**src/rtl/osd_label_writer.sv**
```systemverilog
// rtl/osd_label_writer.sv - renders the recognised fruit class name into the 1-bit OSD label bitmap RAM
//
// Ports:
//   pixelclk     sole clock, rising edge
//   reset        synchronous active-high reset
//   i_vsync      vertical sync (active high); rendering starts on its rising edge
//   class_id     recognised class 0..7, qualified by class_valid (one-cycle strobe)
//   font_addr    font ROM address = char_code*28 + row (registered)
//   font_data    font ROM row, bit 15 = leftmost pixel, valid one cycle after font_addr
//   osd_wr_en    bitmap RAM write enable
//   osd_wr_addr  bitmap RAM write address, row*144 + char*16 + bit
//   osd_wr_data  pixel value
//   busy         high whenever the writer is not idle
//   done         one-cycle pulse after the last pixel of a label
//
// Optional feature: OSD_WR_UNDERLINE_EN forces the bottom glyph row to all ones.

module osd_label_writer #(
   parameter int OSD_WIDTH  = 144,
   parameter int OSD_HEIGHT = 28,
   parameter int GLYPHS     = 9
) (
   input  logic        pixelclk,
   input  logic        reset,
   input  logic        i_vsync,
   input  logic [2:0]  class_id,
   input  logic        class_valid,
   output logic [10:0] font_addr,
   input  logic [15:0] font_data,
   output logic        osd_wr_en,
   output logic [15:0] osd_wr_addr,
   output logic        osd_wr_data,
   output logic        busy,
   output logic        done
);

   localparam int PIXELS = OSD_WIDTH * OSD_HEIGHT;

   typedef enum logic [2:0] {IDLE, ARM, FETCH, WAIT, LOAD, WRITE, FINISH} state_t;

   state_t      state_q, state_d;
   logic        vs_d0, vs_d1, vs_rise;
   logic [2:0]  cur_class, target_q, pend_class;
   logic        pend_valid;
   logic [4:0]  row_q;
   logic [3:0]  char_q, bit_q;
   logic [15:0] wr_cnt_q, shift_q;
   logic [71:0] name_w;
   logic [7:0]  ascii_w;
   logic [5:0]  code_w;

   // Names are stored as ASCII, leftmost character in the top byte, space padded.
   function automatic logic [71:0] name_of(input logic [2:0] cls);
      case (cls)
         3'd1:    name_of = "APPLE    ";
         3'd2:    name_of = "BANANA   ";
         3'd3:    name_of = "ORANGE   ";
         3'd4:    name_of = "PEAR     ";
         3'd5:    name_of = "GRAPE    ";
         3'd6:    name_of = "MANGO    ";
         3'd7:    name_of = "UNKNOWN  ";
         default: name_of = "         ";
      endcase
   endfunction

   assign vs_rise = vs_d0 & ~vs_d1;

   always_comb begin
      name_w  = name_of(target_q);
      ascii_w = 8'(name_w >> (8 * (GLYPHS - 1 - int'(char_q))));
      code_w  = 6'(ascii_w - 8'h20);
   end

   always_ff @(posedge pixelclk) begin
      if (reset) state_q <= IDLE;
      else       state_q <= state_d;
   end

   always_comb begin
      state_d     = state_q;
      osd_wr_en   = 1'b0;
      osd_wr_addr = 16'd0;
      osd_wr_data = 1'b0;
      busy        = (state_q != IDLE);
      done        = 1'b0;
      case (state_q)
         IDLE:   if (class_valid && class_id != cur_class) state_d = ARM;
         ARM:    if (vs_rise) state_d = FETCH;
         FETCH:  state_d = WAIT;
         WAIT:   state_d = LOAD;
         LOAD:   state_d = WRITE;
         WRITE: begin
            osd_wr_en   = 1'b1;
            osd_wr_addr = wr_cnt_q;
            osd_wr_data = shift_q[15];
            if (&bit_q) state_d = (wr_cnt_q == 16'(PIXELS - 1)) ? FINISH : FETCH;
         end
         FINISH: begin
            done    = 1'b1;
            state_d = pend_valid ? ARM : IDLE;
         end
         default: state_d = IDLE;
      endcase
   end

   always_ff @(posedge pixelclk) begin
      if (reset) begin
         vs_d0      <= 1'b0;
         vs_d1      <= 1'b0;
         cur_class  <= 3'd0;
         target_q   <= 3'd0;
         pend_class <= 3'd0;
         pend_valid <= 1'b0;
         row_q      <= 5'd0;
         char_q     <= 4'd0;
         bit_q      <= 4'd0;
         wr_cnt_q   <= 16'd0;
         shift_q    <= 16'd0;
         font_addr  <= 11'd0;
      end else begin
         vs_d0 <= i_vsync;
         vs_d1 <= vs_d0;
         case (state_q)
            IDLE: if (class_valid && class_id != cur_class) target_q <= class_id;
            ARM: if (vs_rise) begin
               row_q    <= 5'd0;
               char_q   <= 4'd0;
               wr_cnt_q <= 16'd0;
            end
            FETCH: font_addr <= {5'd0, code_w} * 11'd28 + {6'd0, row_q};
            LOAD: begin
`ifdef OSD_WR_UNDERLINE_EN
               shift_q <= (row_q == 5'(OSD_HEIGHT - 1)) ? 16'hFFFF : font_data;
`else
               shift_q <= font_data;
`endif
               bit_q <= 4'd0;
            end
            WRITE: begin
               shift_q  <= {shift_q[14:0], 1'b0};
               wr_cnt_q <= wr_cnt_q + 16'd1;
               bit_q    <= bit_q + 4'd1;
               if (&bit_q) begin
                  if (char_q == 4'(GLYPHS - 1)) begin
                     char_q <= 4'd0;
                     row_q  <= row_q + 5'd1;
                  end else begin
                     char_q <= char_q + 4'd1;
                  end
               end
            end
            FINISH: begin
               cur_class <= target_q;
               if (pend_valid) begin
                  target_q   <= pend_class;
                  pend_valid <= 1'b0;
               end
            end
            default: ;
         endcase
         // A newer class while busy replaces any pending one; re-requesting the
         // class being drawn cancels it.
         if (state_q != IDLE && class_valid) begin
            if (class_id != target_q) begin
               pend_class <= class_id;
               pend_valid <= 1'b1;
            end else begin
               pend_valid <= 1'b0;
            end
         end
      end
   end

endmodule
```
**config.mk**
```make
export PLATFORM = sky130hd
export DESIGN_NAME = osd_label_writer
export DESIGN_NICKNAME = d
export VERILOG_FILES = /design/src/rtl/osd_label_writer.sv
export SDC_FILE = /design/constraint.sdc
export NUM_CORES = 1
export LEC_CHECK = 0
export ABC_AREA = 1
export CORE_MARGIN = 5
export CORE_UTILIZATION = 35
export CTS_CLUSTER_SIZE = 16
export DETAILED_ROUTE_END_ITERATION = 16
export MAX_ROUTING_LAYER = met4
export PLACE_DENSITY_LB_ADDON = 0.08
export SYNTH_ARGS = -nofsm -noshare
export SYNTH_HDL_FRONTEND = slang
export SYNTH_SLANG_ARGS = --single-unit
```
**constraint.sdc**
```tcl
create_clock -name pixelclk -period 3.9 [get_ports pixelclk]
set_input_delay 0.78 -clock pixelclk [delete_from_list [all_inputs] [get_ports pixelclk]]
set_output_delay 0.78 -clock pixelclk [all_outputs]
set_load 0.05 [all_outputs]
```
==> results.toml <==
[clock_network]
cts_setup_buffers = 0
clockBufferDepth = 2
cts_resized = 0
cts_root_buffer = "clkbuf_16"
htreeDepth = 3
insertion_delay_ps = 340
clock-sinks = 71
cts_buffers = 9
path_clk_slew_ps = 70
tritoncts = "yes"
hold_buffers = 0

[floorplan]
io_pins = 54
die_h_um = 123
die_w_um = 123
rows = 41
coreArea_um2 = 12600
start_util_pct = 35.6
die_area_um2 = 15200

[yosys]
synth-warning-count = 0
synth_nets = 724
yosys.area.top_type = "dfxtp_1"
syn_area_um2 = 4490
ys_ff_latch = 71
ys_types = 42
synth_area_per_cell_um2 = 6.63
ys.flop_type = "dfxtp_1"
syn_inst = 678
ys_seq_area_share_pct = 31.6
synth_top_area_share_pct = 31.6
synth_edf_count = 0
async_flop_share_pct = 0
synth_area_leaders = "dfxtp_1 32%, nand2_1 14%, inv_1 6.3%"

[sta]
rsz0062_at_grt = "false"
timing.final.crit_share_pct = 90.3
finalMaxSlewViolations = 0
finClkSkew_ps = 10.0
slew_headroom_pct = 49.5
fin_crit_ps = 3520
setup_ws_ps = 380
worst_slew_pin_slew_ps = 757
max_freq_mhz = 284
hold_ws_ps = 443
finalHoldViolCount = 0
setup_viol = 0
timing.setup.tns_ps = 0

[pwr]
power.leakage_nw = 2.27
switchingPower_w = 0.000823
p_int_w = 0.00152
pwr-share-comb_pct = 31.8
p_per_area_nw_per_um2 = 421
peakVddDrop_uv = 184
p_seq_share_pct = 33.1
p_sw_share_pct = 35.2
pwr-share-clk_pct = 35.2

[worst_setup_path]
crit_path_end_kind = "flip-flop"
worstPathRequired_ps = 4140
criticalPathCategory = "reg -> reg"
r2r_end = "font_addr[9]$_SDFFE_PP0P_"
start_kind = "flip-flop"
reg2reg_slack_ps = 380
cp.arrival_ps = 3760
rr_worst_depth = 22
worstPathMaxFanout = 7
regToRegStartpoint = "char_q[2]$_SDFFE_PP0P_"

[route]
final_antenna_net_count = 0
first_pass_iters = 5
drt-total-wl_um = 11500
wl_per_cell_um = 12.7
vias_per_cell = 4.94
drc = 0
vias = 4475
drt_iter0_drc = 267

[grt]
grt_pass1_wl_um = 19800
overflow = 0
grt_max_degree = 42
antenna_found_initial = 0
grt_pass1_vias = 4314
track_usage_pct = 16.5

[hold_path]
whs_path_depth = 2
hold_class = "reg -> reg"
hold_end = "vs_d1$_SDFF_PP0_"
min_from = "vs_d0$_SDFF_PP0_"

[final_layout]
nFillCells = 1382
num_antenna_cells = 0
area_growth_pct = 23.7
final_common_cell = "nand2_1"
drive_above_1_share_pct = 8.17
nets = 775
final_cell_mix = "167 x nand2_1, 74 x inv_1, 68 x dfxtp_1"

[placement]
pre_cts_ws_ps = 152
gp_congestion = 0.862
io_buffers = 53
dp_hpwl_um = 8240

[job]
max-cap-violations = 0

[run_status]
outcome = "completed"
-- worst max path at each step --
stage / from / endpoint / depth (start not counted)
after global routing: char_q[1]$_SDFFE_PP0P_ / font_addr[10]$_SDFFE_PP0P_ / 22
after detailed placement: char_q[1]$_SDFFE_PP0P_ / font_addr[10]$_SDFFE_PP0P_ / 23
final: char_q[2]$_SDFFE_PP0P_ / font_addr[9]$_SDFFE_PP0P_ / 22
after CTS: char_q[1]$_SDFFE_PP0P_ / font_addr[10]$_SDFFE_PP0P_ / 20
after floorplan: char_q[0]$_SDFFE_PP0P_ / font_addr[10]$_SDFFE_PP0P_ / 20
after global placement: char_q[1]$_SDFFE_PP0P_ / font_addr[10]$_SDFFE_PP0P_ / 20
-- worst max-delay path, cell delays in order, from the launching register on --
cell	delay [ps]
dfxtp_1	490
nor2_1	120
nand2_1	90
nand2_1	50
nand2_1	240
a21oi_1	80
nand2_1	90
nand2_1	80
nand2_2	110
inv_1	70
fa_1	540
ha_1	180
inv_1	60
fa_1	420
nand2_1	90
nand2_1	90
nand3b_1	200
nor2_1	160
nand2_1	70
nand2_1	50
nand3_1	70
nand2_1	60
inv_1	30
-- stage by stage --
step                utilization [%]  power (W)  std cells  cell area (um^2)
CTS                            43.7    0.00235        906              5510
detailed placement             41.3    0.00152        890              5220
finish                         44.1    0.00234        906              5560
global route                   44.1    0.00251        906              5560
global placement               41.3    0.00152        890              5220
floorplan                         -    0.00133        678              4490
-- synth_stat cells, types with 2 or more instances --
| master | instances |
|---|---|
| o21ai_1 | 5 |
| o21ai_0 | 41 |
| a21oi_1 | 52 |
| nand4_1 | 8 |
| nor4_1 | 2 |
| o31ai_1 | 6 |
| a31oi_1 | 10 |
| o21a_1 | 8 |
| fa_1 | 5 |
| xnor2_1 | 9 |
| nand2_4 | 2 |
| inv_1 | 75 |
| nor2_1 | 70 |
| nand3_1 | 52 |
| nor2_4 | 2 |
| o21bai_1 | 4 |
| nor3_1 | 9 |
| ha_1 | 18 |
| a22oi_1 | 2 |
| buf_4 | 2 |
| nor3_2 | 2 |
| o211ai_1 | 2 |
| a211oi_1 | 5 |
| nand3b_1 | 2 |
| inv_2 | 9 |
| nand2_1 | 167 |
| clkbuf_1 | 14 |
| dfxtp_1 | 71 |
| xor2_1 | 3 |
| nand2_2 | 2 |
| buf_2 | 8 |
-- final cells by class --
class | count | area [um^2] | area share (%)
Multi-Input combinational cell | 498 | 2690 | 48.3
Sequential cell | 71 | 1430 | 25.6
Timing Repair Buffer | 64 | 613 | 11.0
Inverter | 85 | 322 | 5.78
Clock buffer | 9 | 225 | 4.05
Tap cell | 172 | 215 | 3.87
Clock inverter | 7 | 72.6 | 1.31
-- logic make-up after synthesis --
family                     count (synthesis)  share of synthesized area, %
and+or+nand+nor                          323                          31.2
buffers and inverters                    109                          9.49
adders and majority gates                 23                          7.24
DFF                                       71                          31.6
xor gates and xnor gates                  13                          2.70
AOI/OAI and AO/OA                        139                          17.7
-- routing by layer --
layer  GRT usage (%)  share of wire [%]
met5               -                  0
met4            5.40               0.94
met3            2.79                3.8
met2            26.2                 46
met1            21.4                 49
-- registers in the layout, summed over array words and instances (netlist names) --
register / cells
pend_class: 3
pend_valid: 1
bit_q: 4
target_q: 3
cur_class: 3
state_q: 3
vs_d0: 1
vs_d1: 1
shift_q: 16
row_q: 5
wr_cnt_q: 16
font_addr: 11
char_q: 4
-- power by group through the flow --
stage | logic (W) | registers (W) | clock network, W
2_1_floorplan | 0.000530 | 0.000804 | 0
3_3_place_gp | 0.000733 | 0.000788 | 0
3_5_place_dp | 0.000730 | 0.000789 | 0
4_1_cts | 0.000738 | 0.000773 | 0.000843
5_1_grt | 0.000853 | 0.000778 | 0.000883
6_report | 0.000744 | 0.000774 | 0.000824
(Power assumes the default switching activity.)
